--- src/rtl/sparse_mac_pkg.sv ---
// Shared types for the sparse MAC path: entry format, widths and the encoder FSM states.
package sparse_mac_pkg;

    localparam int VAL_W  = 8;
    localparam int IDX_W  = 6;

    typedef struct packed {
        logic [IDX_W-1:0]        idx;
        logic signed [VAL_W-1:0] val;
        logic                    last;
    } sram_data_t;

    localparam int SRAM_W = $bits(sram_data_t);

    typedef enum logic [1:0] {
        ST_EMPTY = 2'd0,
        ST_PEND  = 2'd1,
        ST_FLUSH = 2'd2
    } enc_state_e;

    function automatic sram_data_t make_entry(input logic [IDX_W-1:0] idx,
                                              input logic signed [VAL_W-1:0] val,
                                              input logic last);
        sram_data_t ent;
        ent.idx  = idx;
        ent.val  = val;
        ent.last = last;
        return ent;
    endfunction

endpackage

--- src/rtl/sparse_enc_fifo.sv ---
// Synchronous FIFO with registered full/empty flags; head reads as zero while empty.
module sparse_enc_fifo #(
    parameter int DEPTH = 2,
    parameter int WIDTH = 8
) (
    input  logic             clk,
    input  logic             rst,
    input  logic             push,
    input  logic [WIDTH-1:0] push_data,
    input  logic             pop,
    output logic [WIDTH-1:0] head,
    output logic             full,
    output logic             empty
);
    localparam int PTR_W = (DEPTH > 1) ? $clog2(DEPTH) : 1;
    localparam int CNT_W = $clog2(DEPTH + 1);
    localparam logic [PTR_W-1:0] LAST_PTR = PTR_W'(DEPTH - 1);

    logic [WIDTH-1:0] mem_r [DEPTH];
    logic [PTR_W-1:0] wr_ptr_r;
    logic [PTR_W-1:0] rd_ptr_r;
    logic [CNT_W-1:0] count_r;
    logic [CNT_W-1:0] count_n_s;
    logic             full_r;
    logic             empty_r;
    logic             do_push_s;
    logic             do_pop_s;

    function automatic logic [PTR_W-1:0] next_ptr(input logic [PTR_W-1:0] ptr);
        return (ptr == LAST_PTR) ? PTR_W'(0) : ptr + PTR_W'(1);
    endfunction

    assign do_push_s = push && !full_r;
    assign do_pop_s  = pop && !empty_r;
    assign full      = full_r;
    assign empty     = empty_r;
    assign head      = empty_r ? WIDTH'(0) : mem_r[rd_ptr_r];

    // Occupancy after this cycle's push/pop, used to register the flags.
    always_comb begin
        count_n_s = count_r;
        if (do_push_s && !do_pop_s) begin
            count_n_s = count_r + CNT_W'(1);
        end else if (do_pop_s && !do_push_s) begin
            count_n_s = count_r - CNT_W'(1);
        end else begin
            count_n_s = count_r;
        end
    end

    // Pointers, occupancy and flags.
    always_ff @(posedge clk) begin
        if (rst) begin
            wr_ptr_r <= PTR_W'(0);
            rd_ptr_r <= PTR_W'(0);
            count_r  <= CNT_W'(0);
            full_r   <= 1'b0;
            empty_r  <= 1'b1;
        end else begin
            if (do_push_s) wr_ptr_r <= next_ptr(wr_ptr_r);
            if (do_pop_s)  rd_ptr_r <= next_ptr(rd_ptr_r);
            count_r <= count_n_s;
            full_r  <= (count_n_s == CNT_W'(DEPTH));
            empty_r <= (count_n_s == CNT_W'(0));
        end
    end

    // Storage array.
    always_ff @(posedge clk) begin
        if (do_push_s) mem_r[wr_ptr_r] <= push_data;
    end

endmodule

--- src/rtl/sparse_encoder.sv ---
// Dense-to-sparse encoder: drops zeros, tags survivors with their index, marks vector end.
// Optional SPARSE_ENC_STATS_EN adds per-vector nonzero count outputs.
module sparse_encoder
    import sparse_mac_pkg::*;
#(
    parameter int VEC_LEN    = 64,
    parameter int FIFO_DEPTH = 2
) (
    input  logic                    mac_clk,
    input  logic                    mac_rst,
    input  logic                    dense_valid_i,
    output logic                    dense_ready_o,
    input  logic signed [VAL_W-1:0] dense_val_i,
    input  logic                    dense_last_i,
    output logic                    sram_valid_o,
    input  logic                    sram_ready_i,
    output sram_data_t              sram_data_o
`ifdef SPARSE_ENC_STATS_EN
    ,
    output logic [IDX_W:0]          stat_nnz_o,
    output logic                    stat_valid_o
`endif
);
    localparam logic [IDX_W-1:0] LAST_IDX = IDX_W'(VEC_LEN - 1);

    enc_state_e       state_r;
    enc_state_e       state_n_s;
    logic [IDX_W-1:0] idx_r;
    logic [IDX_W-1:0] idx_n_s;
    sram_data_t       pend_r;
    sram_data_t       pend_n_s;
    sram_data_t       push_data_s;
    sram_data_t       fifo_head_s;
    logic             push_s;
    logic             accept_s;
    logic             is_zero_s;
    logic             is_end_s;
    logic             fifo_full_s;
    logic             fifo_empty_s;

    // Ready uses only registered state so a full-FIFO pop never admits a same-cycle push.
    assign dense_ready_o = !mac_rst && (state_r != ST_FLUSH) && !fifo_full_s;
    assign accept_s      = dense_valid_i && dense_ready_o;
    assign is_zero_s     = (dense_val_i == VAL_W'(0));
    assign is_end_s      = dense_last_i || (idx_r == LAST_IDX);
    assign sram_valid_o  = !fifo_empty_s;
    assign sram_data_o   = fifo_head_s;

    // Next-state, pending-slot and push decision.
    always_comb begin
        state_n_s   = state_r;
        pend_n_s    = pend_r;
        idx_n_s     = idx_r;
        push_s      = 1'b0;
        push_data_s = pend_r;
        if (accept_s) begin
            idx_n_s = is_end_s ? IDX_W'(0) : idx_r + IDX_W'(1);
            case (state_r)
                ST_EMPTY: begin
                    if (is_zero_s) begin
                        if (is_end_s) begin
                            push_s      = 1'b1;
                            push_data_s = make_entry(IDX_W'(0), VAL_W'(0), 1'b1);
                        end else begin
                            push_s = 1'b0;
                        end
                    end else if (is_end_s) begin
                        push_s      = 1'b1;
                        push_data_s = make_entry(idx_r, dense_val_i, 1'b1);
                    end else begin
                        pend_n_s  = make_entry(idx_r, dense_val_i, 1'b0);
                        state_n_s = ST_PEND;
                    end
                end
                ST_PEND: begin
                    if (is_zero_s) begin
                        if (is_end_s) begin
                            push_s      = 1'b1;
                            push_data_s = make_entry(pend_r.idx, pend_r.val, 1'b1);
                            state_n_s   = ST_EMPTY;
                        end else begin
                            push_s = 1'b0;
                        end
                    end else begin
                        push_s      = 1'b1;
                        push_data_s = make_entry(pend_r.idx, pend_r.val, 1'b0);
                        pend_n_s    = make_entry(idx_r, dense_val_i, is_end_s);
                        state_n_s   = is_end_s ? ST_FLUSH : ST_PEND;
                    end
                end
                default: begin
                    state_n_s = ST_EMPTY;
                end
            endcase
        end else if ((state_r == ST_FLUSH) && !fifo_full_s) begin
            push_s      = 1'b1;
            push_data_s = make_entry(pend_r.idx, pend_r.val, 1'b1);
            state_n_s   = ST_EMPTY;
        end else begin
            push_s = 1'b0;
        end
    end

    // State, index counter and pending register.
    always_ff @(posedge mac_clk) begin
        if (mac_rst) begin
            state_r <= ST_EMPTY;
            idx_r   <= IDX_W'(0);
            pend_r  <= make_entry(IDX_W'(0), VAL_W'(0), 1'b0);
        end else begin
            state_r <= state_n_s;
            idx_r   <= idx_n_s;
            pend_r  <= pend_n_s;
        end
    end

    sparse_enc_fifo #(
        .DEPTH (FIFO_DEPTH),
        .WIDTH (SRAM_W)
    ) u_fifo (
        .clk       (mac_clk),
        .rst       (mac_rst),
        .push      (push_s),
        .push_data (push_data_s),
        .pop       (sram_ready_i),
        .head      (fifo_head_s),
        .full      (fifo_full_s),
        .empty     (fifo_empty_s)
    );

`ifdef SPARSE_ENC_STATS_EN
    localparam int NNZ_W = IDX_W + 1;
    logic [NNZ_W-1:0] nnz_r;
    logic [NNZ_W-1:0] nnz_now_s;

    assign nnz_now_s    = nnz_r + ((accept_s && !is_zero_s) ? NNZ_W'(1) : NNZ_W'(0));
    assign stat_valid_o = accept_s && is_end_s;
    assign stat_nnz_o   = stat_valid_o ? nnz_now_s : NNZ_W'(0);

    // Running nonzero count for the current vector.
    always_ff @(posedge mac_clk) begin
        if (mac_rst) begin
            nnz_r <= NNZ_W'(0);
        end else if (accept_s) begin
            nnz_r <= is_end_s ? NNZ_W'(0) : nnz_now_s;
        end
    end
`endif

endmodule

--- config.mk ---
export PLATFORM = sky130hd
export DESIGN_NAME = sparse_encoder
export DESIGN_NICKNAME = d
export VERILOG_FILES = /design/src/rtl/sparse_mac_pkg.sv /design/src/rtl/sparse_enc_fifo.sv /design/src/rtl/sparse_encoder.sv
export SDC_FILE = /design/constraint.sdc
export NUM_CORES = 1
export LEC_CHECK = 0
export ABC_AREA = 0
export CORE_MARGIN = 5
export CORE_UTILIZATION = 40
export CTS_CLUSTER_DIAMETER = 120
export DETAILED_ROUTE_END_ITERATION = 16
export REMOVE_ABC_BUFFERS = 1
export SLEW_MARGIN = 20
export SYNTH_ARGS = -nofsm -noshare
export SYNTH_HDL_FRONTEND = slang
export SYNTH_SLANG_ARGS = --single-unit
--- constraint.sdc ---
create_clock -name mac_clk -period 5.6 [get_ports mac_clk]
set_input_delay 1.68 -clock mac_clk [delete_from_list [all_inputs] [get_ports mac_clk]]
set_output_delay 1.68 -clock mac_clk [all_outputs]
set_load 0.05 [all_outputs]
# Yosys cells after proc, flatten, opt, wreduce, memory -nomap -nowiden
# Memory sizes are Yosys's and may differ from the RTL's. A register that Yosys moved wholly into a read port is not among the register bits.
# Cells that the tools add are included.
# classes
n_addsub	5
n_mul	0
n_div	0
order_cmp	0
eq_ne	11
shifts	0
mux	35
n_bitwise	0
n_reduce_logical	21
# ops
cell	count
15-bit 2-to-1 mux	8
15-bit case mux with 2 select lines	2
2-bit 2-to-1 mux	9
1-bit 2-to-1 mux	13
1-bit logical AND	8
8-bit logical NOT	1
2-bit != test (second input constant)	4
6-bit by 1-bit adder with 6-bit output (second input constant)	1
6-bit == test (second input constant)	1
6-bit 2-to-1 mux	1
3-bit != test (second input constant)	2
1-bit logical NOT	5
5-bit AND reduction	1
2-bit == test (second input constant)	2
2-bit logical NOT	2
4-bit != test (second input constant)	1
2-bit case mux with 2 select lines	1
4-bit AND reduction	1
2-bit nonzero test	2
1-bit adder (second input constant)	2
2-bit by 1-bit adder with 2-bit output (second input constant)	1
2-bit by 1-bit == test with 1-bit output (second input constant)	1
1-bit case mux with 2 select lines	1
2-bit by 1-bit subtractor with 2-bit output (second input constant)	1
1-bit logical OR	1
# word_totals
regBits	29
latchBits	0
ram_bits	30
romBits	0
inputBits	13
output_inout_bits	17
word_cells	83
n_memories	1
# memory_table
memory	depth	word_bits	read_ports	rd_ports_with_merged_regs	wr	line_no	text
u_fifo.mem_r	2	15	1	1	1	sparse_enc_fifo.sv:19	logic [WIDTH-1:0] mem_r [DEPTH];

# Longest topological paths before layout
# Gate-level depths: netlist (run 1).
# logic_depth
word_depth	12
mapped_depth	7
ltp_nobuf	6

# Hierarchy
# Synthesis (run 1) repeated with hierarchy kept, for this count alone.
# hier_totals
hier_cells	252
area_unflattened_um2	2780.2
# by_module_without_submodules
mod	n_inst	cells_per_inst	area_per_inst_um2	seq_area_each_um2
sparse_enc_fifo	1	99	1472.7	1041.0
sparse_encoder	1	153	1307.5	460.4

# Worst setup path before layout (run 1)
# No wires, ideal clock.
# synth_timing
path_kind	in2out
from	in mac_rst
to	out dense_ready_o
arrival_ns	3.169
t_required_ns	3.920
slack_ns	0.751
cell_stages	3
n_path_buf	2
cell_sequence	clkbuf_1 clkbuf_1 nor3_1
# synth_via
elab_chain_len	3
# synth_rtl
element	line_no	text
start: declaration	sparse_encoder.sv:10	input logic mac_rst,
1-bit logical NOT	sparse_encoder.sv:42	assign dense_ready_o = !mac_rst && (state_r != ST_FLUSH) && !fifo_full_s;
1-bit logical AND (2 in series)	sparse_encoder.sv:42	
end: declaration	sparse_encoder.sv:12	output logic dense_ready_o,
# No other way between the ends.

# Final worst setup path (run 1)
# Same ends and word-level chain as after synthesis.

==> metrics.md, run 1 <==
| Metric | Value |
|---|---|
| Cell Pwr Density | 361.3 mW/mm^2 |
| Max-cap check violation count | 0 |
| Switching portion of total power | 26.39% |
| Hold Path End | pend_r[0] |
| Crit Path Max Fanout | 2 |
| Number of H-tree levels | 3 |
| Async S/R FF share, synth | 0% |
| Actual slew at the worst max-slew pin | 1.085 ns |
| Fin. Hold Viols | 0 |
| Die height | 91.86 microns |
| Sink Count | 60 |
| Synth top cells by count | nor2_1, dfxtp_1, edfxtp_1, mux2i_1, nand2_1 |
| NetSw | 0.0003127 W |
| Count leader, synth | nor2_1 |
| Relative slew slack | 27.66% |
| Layout cell share with drive strength beyond 1 | 7.609% |
| Initial DRC Count | 51 |
| Final Setup Violations | 0 |
| Residual DRC | 0 |
| Unrepaired setup endpoints after global routing | false |
| Cells on worst reg2reg path | 5 |
| Reg2reg start | state_r[1] |
| Post-CTS Hold Buffers | 0 |
| Die width | 91.86 microns |
| Combinational power share | 17.0% |
| Clk_lat worst skew | 0.33 ns |
| Reg2reg end | pend_r[11] |
| Hold Path Depth | 2 |
| Largest net degree at the start of global routing | 32 |
| Post_cts resized | 0 |
| Reg2reg setup slack | 2.93 ns |
| Seq/Total Area, Yosys | 56.02% |
| WL final | 5069 microns |
| Clock network power share | 39.7% |
| HP Start | pend_r[0] |
| Nature of the critical path startpoint | primary input |
| Initial core utilization | 41.73% |
| Total Nets Final | 285 |
| Die ar. | 0.008437 sq mm |
| Ant. Diodes | 0 |
| CTS root buffer | clkbuf_8 |
| Area Overhead vs Synth | 22.36% |
| CTS tree | done |
| Pint | 0.0008722 W |
| Hold WC Path Type | flop to flop |
| Total CTS buffers | 9 |
| Initial antenna violation count | 0 |
| Post-synthesis adder-cell area fraction | 0.4669% |
| Crit. End Element | output pin |
| Fin util | 51.06% |
| Global route overflow | 0 |
| Mux share of post-synthesis cell area | 14.99% |
| Data required, critical path | 3.92 ns |
| Gpl congestion | 0.7138 |
| Syn Inst Count | 242 |
| Largest family of logic cells by synthesized area | simple AND/OR/NAND/NOR gates |
| Layout Skew | 0.005059 ns |
| Status | finished, final reports clean |
| # rows | 29 |
| Syn Area/Cell | 11.07 sq um |
| DP HPWL | 3305 microns |
| Compound-gate portion of the synthesized area | 5.742% |
| Final TNS setup | 0 ns |
| Maximum clock frequency | 0.2300 GHz |
| Fillers | 588 |
| Tmin final | 4.348 ns |
| Crit path DAT | 2.67 ns |
| First-pass GRT wire length | 8314 microns |
| Tot GR Track Use | 12.77% |
| Wirelength per Cell | 14.36 microns |
| Final ANT Viol Nets | 0 |
| Synth top area cells | edfxtp_1, dfxtp_1, mux2i_1 |
| Seq cells post-synth | 60 |
| Cell leakage power | 1.235 nW |
| Top FF cell, synth | edfxtp_1 |
| IR drop worst, VDD | 0.1298 mV |
| Yosys Warn Count | 0 |
| Reg power frac | 43.2% |
| Post-synthesis xor/xnor area fraction | 3.128% |
| Mapped cell area | 0.002680 sq mm |
| Simple-gate portion of the synthesized area | 17.27% |
| Crit Path Class | primary input to output pin |
| Post-route clock period utilization | 77.64% |
| Vias post-DR | 1774 |
| Synth top area share | 33.61% |
| Vias in the first global route | 1687 |
| Core footprint | 0.006422 sq mm |
| Port Buffers | 29 |
| I/O pin count | 30 |
| Clk buf depth | 2 |
| Post-synth EDFFs | 30 |
| DR pass1 iterations | 4 |
| Reg clk slew, reported paths | 0.06 ns |
| Yosys top cell by area | edfxtp_1 |
| Synth cell types | 41 |
| Setup bufs post-CTS | 0 |
| Vias per cell | 5.025 |
| Count of pins over their slew limit | 0 |
==> worst max-delay path by stage <==
| stage | startpoint | to | slack, ns | cells past startpoint |
|---|---|---|---|---|
| floorplan | mac_rst | dense_ready_o | 1.16 | 1 |
| global placement | mac_rst | pend_r[2] | 1.12 | 6 |
| detailed placement | mac_rst | pend_r[7] | 1.05 | 6 |
| CTS | mac_rst | dense_ready_o | 1.24 | 3 |
| global route | mac_rst | pend_r[1] | 1.14 | 6 |
| finish | mac_rst | dense_ready_o | 1.25 | 3 |
==> registers in the layout (all words and copies together), names as in the netlist, 2 cells and up, named ones only <==
name and flops:
u_fifo.count_r 2, u_fifo.mem_r 30, idx_r 6, pend_r 15, state_r 2
==> critical path, cell delays in order <==
cell and delay, ns:
clkdlybuf4s50_1 0.42, nor3_1 0.37, buf_12 0.19
==> final cells by class <==
class | instances | area, sq um | area share, %
clock inverters | 5 | 98.84 | 3.014
inverters | 3 | 11.26 | 0.3434
flip-flops and latches | 60 | 1501 | 45.78
well taps | 77 | 96.34 | 2.938
clock buffers | 11 | 141.4 | 4.311
multi-input cells | 166 | 1115 | 33.99
repair buffers | 31 | 315.3 | 9.615
==> per-layer routing <==
metal	part of all wire [%]	track usage, %
met1	49	16.47
met5	0	0
met2	45	19.04
met4	1.5	5.941
met3	4.4	4.746
==> per-stage QoR <==
| step | worst slack (ns) | instance area [sq um] | hold slack (ns) | power, W | cells |
|---|---|---|---|---|---|
| 2_1_floorplan | 1.164 | 2628 | 0.4305 | 0.0006527 | 229 |
| 3_3_place_gp | 1.116 | 3039 | 0.4494 | 0.0007239 | 337 |
| 3_5_place_dp | 1.050 | 3039 | 0.4538 | 0.0007263 | 337 |
| 4_1_cts | 1.242 | 3279 | 0.4622 | 0.001198 | 353 |
| 5_1_grt | 1.140 | 3279 | 0.4826 | 0.001240 | 353 |
| 6_report | 1.252 | 3279 | 0.4624 | 0.001185 | 353 |
==> cell usage in the layout, fill, tap and decap left out, types with 2 or more instances in the layout <==
cell type         n
buf_4             2
o21ai_0           2
inv_1             3
a21o_1            2
mux2_1            9
clkdlybuf4s50_1  28
o21a_1            2
nor3_1            4
o21ai_1           6
nor4_1            2
nor2_1           43
xor2_1            4
edfxtp_1         30
nand3_1           5
nand2_1          21
nand4_1           3
xnor2_1           3
bufinv_16         3
clkbuf_8         10
nor2b_1           3
and4_1            2
a21oi_1           4
mux2i_1          30
dfxtp_1          30
nand2b_1          4
==> cells by family (layout without fill, tap and decap cells) <==
family	after synthesis	in the layout
adder cells (fa/ha/maj)	1	1
AND/OR/NAND/NOR	95	95
multiplexers	39	39
buffers and inverters	16	50
flip-flops	60	60
AO/OA/AOI/OAI	23	23
XOR/XNOR	8	8
==> power by group through the flow <==
stage / Sequential, W / Clock (W) / Combinational [W]
5_1_grt: 0.000517 / 0.000507 / 0.000216
2_1_floorplan: 0.000513 / 0 / 0.000140
6_report: 0.000512 / 0.000471 / 0.000202
3_5_place_dp: 0.000523 / 0 / 0.000203
3_3_place_gp: 0.000522 / 0 / 0.000202
4_1_cts: 0.000513 / 0.000481 / 0.000204
Note: power is estimated with default switching activity, not from simulation.
==> run 2, diff against run 1 <==
- clock period: 5.6 -> 3.5 ns (I/O delays scaled with it)
==> metrics.md, run 2 (synthesis results as in run 1) <==
| Metric | Value |
|---|---|
| Data required, critical path | 2.45 ns |
| Hold WC Path Type | flop to flop |
| Initial DRC Count | 40 |
| Relative slew slack | 51.69% |
| Ant. Diodes | 0 |
| Max-cap check violation count | 0 |
| Layout cell share with drive strength beyond 1 | 11.46% |
| Clk_lat worst skew | 0.32 ns |
| Sink Count | 60 |
| Crit. End Element | output pin |
| Residual DRC | 0 |
| Largest regs | u_fifo.mem_r (30), pend_r (15), idx_r (6) |
| Die height | 91.86 microns |
| Die width | 91.86 microns |
| Tot GR Track Use | 13.19% |
| Max incr delay on CP | 0.47 ns |
| Commonest non-fill, non-tap cell in the layout | nor2_1 |
| Cell leakage power | 1.270 nW |
| Biggest register | u_fifo.mem_r |
| Gpl congestion | 0.7254 |
| DP HPWL | 3571 microns |
| Count of pins over their slew limit | 0 |
| Layout Skew | 0.005455 ns |
| Final TNS setup | 0 ns |
| Total CTS buffers | 9 |
| Clk buf depth | 2 |
| Vias in the first global route | 1776 |
| Fin. Hold Viols | 0 |
| Total Nets Final | 297 |
| Crit Path Class | primary input to output pin |
| Crit path DAT | 2.26 ns |
| Area of the multi-input gates | 0.001115 sq mm |
| Post_cts resized | 0 |
| DR pass1 iterations | 4 |
| # rows | 29 |
| CTS root buffer | clkbuf_8 |
| Fillers | 582 |
| Nature of the critical path startpoint | primary input |
| Tmin final | 3.310 ns |
| Fin util | 51.78% |
| Post-CTS Hold Buffers | 0 |
| Final ANT Viol Nets | 0 |
| Status | finished, final reports clean |
| Port Buffers | 29 |
| Actual slew at the worst max-slew pin | 0.7246 ns |
| Number of H-tree levels | 3 |
| Vias post-DR | 1837 |
| I/O pin count | 30 |
| Core footprint | 0.006422 sq mm |
| Post-route clock period utilization | 94.56% |
| Maximum clock frequency | 0.3022 GHz |
| Cell chain of the critical path | clkdlybuf4s50_1, buf_4, nor3_1, buf_12 |
| Unrepaired setup endpoints after global routing | false |
| Die ar. | 0.008437 sq mm |
| Max reg flops | 30 |
| Wirelength per Cell | 13.99 microns |
| Reg clk slew, reported paths | 0.06 ns |
| CTS tree | done |
| Cell Pwr Density | 520.1 mW/mm^2 |
| Area Overhead vs Synth | 24.09% |
| Slowest cell on the critical path | clkdlybuf4s50_1 |
| Final Setup Violations | 0 |
| IR drop worst, VDD | 0.2395 mV |
| Largest net degree at the start of global routing | 21 |
| Initial antenna violation count | 0 |
| Initial core utilization | 41.73% |
| Vias per cell | 5.033 |
| Setup bufs post-CTS | 0 |
| FF/Latch Area | 0.001501 sq mm |
| WL final | 5106 microns |
| Crit Path Max Fanout | 17 |
| Global route overflow | 0 |
| First-pass GRT wire length | 8700 microns |
| Most frequent cells in the layout | nor2_1, mux2i_1, dfxtp_1, edfxtp_1, clkdlybuf4s50_1 |
## run 2: power breakdown
part / switching, W / internal [W] / total, W / leakage [nW]
logic: 0.000203 / 0.000142 / 0.000345 / 0.657
registers: 0.0000342 / 0.000773 / 0.000807 / 0.520
clock network: 0.000253 / 0.000325 / 0.000578 / 0.0931
## run 2: path summary, 6_finish.rpt
path | startpoint | slack (ns) | depth (start not counted) | endpoint
setup / recovery | mac_rst | 0.19 | 4 | dense_ready_o
hold / removal | pend_r[0] | 0.46 | 2 | pend_r[0]
setup reg to reg | u_fifo.full | 1.27 | 4 | u_fifo.mem_r[1][10]
hold reg to reg | pend_r[0] | 0.46 | 2 | pend_r[0]
## run 2: metrics by stage
step | worst slack, ns | instances | hold WS, ns | total power (W) | instance area (sq um)
after floorplan | 0.3242 | 229 | 0.4305 | 0.001044 | 2628
after global placement | 0.1383 | 349 | 0.4480 | 0.001167 | 3142
after detailed placement | 0.1183 | 349 | 0.4533 | 0.001172 | 3142
after CTS | 0.1742 | 365 | 0.4648 | 0.001755 | 3326
after global routing | 0.08591 | 365 | 0.4843 | 0.001814 | 3326
final | 0.1904 | 365 | 0.4615 | 0.001730 | 3326
## run 2: layout make-up
cell class	instances	share of cell area [%]
Timing Repair Buffer	43	12.57
Sequential cell	60	45.15
Multi-Input combinational cell	166	33.52
Clock buffer	11	3.950
Tap cell	77	2.897
Clock inverter	5	1.580
Inverter	3	0.3386
## run 2: worst max-delay path, delay by kind of cell
| kind | cells | cell delay, ns |
|---|---|---|
| and+or+nand+nor | 1 | 0.32 |
| buffers and inverters | 3 | 0.88 |
## run 2: routing by layer
layer / vias up / track usage, % / wire [microns]
met3: 4 / 3.764 / 224
li1: 944 / - / -
met1: 850 / 17.09 / 2473
met2: 39 / 20.68 / 2374
met5: - / 0 / 0
met4: 0 / 5.569 / 34
==> run 3, diff against run 2 <==
- TNS_END_PERCENT: default -> 50
==> results of run 3 <==
No change in the layout: final DEF, timing and power equal those of run 2.
==> edit: new RTL, settings of run 2 <==
Set the package constant `IDX_W` to 7 (it was 6).
--- a/src/rtl/sparse_mac_pkg.sv
+++ b/src/rtl/sparse_mac_pkg.sv
@@ -2,7 +2,7 @@
 package sparse_mac_pkg;
 
     localparam int VAL_W  = 8;
-    localparam int IDX_W  = 6;
+    localparam int IDX_W  = 7;
 
     typedef struct packed {
         logic [IDX_W-1:0]        idx;
Interface: changed (resized sram_data_o); port bits go from 30 to 31. The function was not compared with the original's and may differ.
==> edit against run 2 <==
Power rose by 11%; area after synthesis grew 4.8%; sequential cell count is 4 higher; combinational power is 2% higher; hold slack got worse by 0.0017 ns; global-route usage is 0.16 points higher; routed wire length rose by 5.5%; final area grew 4.6%; setup slack improved by 0.25 ns; largest cell class unchanged; highest routed layer unchanged.
==> edit: results (changes against run 2) <==
- Seq/Total Area, Yosys: 57.0% (+1.0 points)
- DR WL met2: 2.51 mm (+5.8%)
- Share of layout cells above drive strength 1: 12.5% (+1.0 points)
- VDD IR-drop max: 0.200 mV (-17%)
- M1 WL: 2.62 mm (+5.8%)
- Path type of the worst setup path: reg -> out
- Relative slew margins: 49.3% (-2.4 points)
- Fillers: 638 (+9.6%)
- All-Layer GR Usage: 13.3% (+0.16 points)
- Yosys cell types: 39 (-4.9%)
- DRT iter0 DRCs: 59 (+48%)
- Wire length per cell: 14.3 µm (+2.5%)
- Post-synth EDFFs: 32 (+6.7%)
- Pleak: 1.32 nW (+3.6%)
- Comb pwr share: 18.3% (-1.6 points)
- Syn_area_per_cell: 11.7 µm² (+6.1%)
- Synth Area in Compound Gates: 9.67% (+3.9 points)
- Synth Area in XOR/XNOR: 2.45% (-0.68 points)
- Ranking of synthesized cells by area: edfxtp_1, dfxtp_1, mux2i_1, nor2_1, a22o_1
- Seq. pwr: 0.855 mW (+5.9%)
- Largest net degree at the start of global routing: 30 (+43%)
- Reg2Reg Depth: 5 (+1)
- Routing usage on met1: 17.2% (+0.13 points)
- Critical path capture point: sram_data_o[15]
- Reg2Reg Setup Slack: 0.97 ns (-0.30 ns)
- FF-to-FF End: u_fifo.mem_r[1][8]
- Clk_skew: 0.00827 ns (+0.00282 ns)
- Switch Pwr: 0.537 mW (+9.8%)
- R2R Path Start: idx_r[0]
- Vias: 1877 (+2.2%)
- Post-Synth Adder-Cell Area: 0.446% (-0.021 points)
- DR vias/cell: 4.99 (-0.81%)
- CP Max Fanout: 16 (-1)
- Sequential power share: 44.6% (-2.0 points)
- Final HPWL from detailed placement: 3.40 mm (-4.7%)
- Met3 Use GR: 2.16% (-1.6 points)
- Clock latency on the worst-skew pair: 0.33 ns
- Met3 Wirelength: 140 µm (-38%)
- Port Buf Inserts: 30 (+3.4%)
- Post-DP Area: 3240 µm² (+3.2%)
- Global-route wire length before repair: 8.91 mm (+2.5%)
- Post-Place Cells: 360 (+3.2%)
- Status: finished, final reports clean
- Crit-path max cell delay: 0.81 ns (+0.34 ns)
- # nets final: 289 (-2.7%)
- Multiplexer share of the synthesized area: 12.9% (-2.1 points)
- Crit path DAT: 2.01 ns (-0.25 ns)
-- edit: changes by cell type in the layout (fill, tap and decap cells not counted), sizes merged, moves of 4 or more --
cell and delta:
mux2i +4, buf -6, a22o +15, mux2 -7, nand2 -12
-- edit: area by class of cell --
class                   instances  area share (%)
clock buffers                  10            3.96
well taps                      96            3.45
repair buffers                 38            10.6
flip-flops and latches         64            46.0
multi-input cells             160            33.1
clock inverters                 6            2.62
inverters                       2           0.216
-- edit: worst reg2reg max path: cells and delay by family, from the launching register on --
kind | cells | cell delay, ns
fa+ha+maj | 1 | 0.19
simple gates | 2 | 0.85
flops | 1 | 0.41
compound gates | 2 | 0.69
-- edit: through the flow --
stage | util (%) | setup slack, ns | hold WS, ns
floorplan | - | 0.559 | 0.430
global placement | 47.5 | 0.260 | 0.450
detailed placement | 47.5 | 0.232 | 0.454
CTS | 50.8 | 0.342 | 0.464
global route | 50.9 | 0.298 | 0.502
finish | 50.9 | 0.442 | 0.460
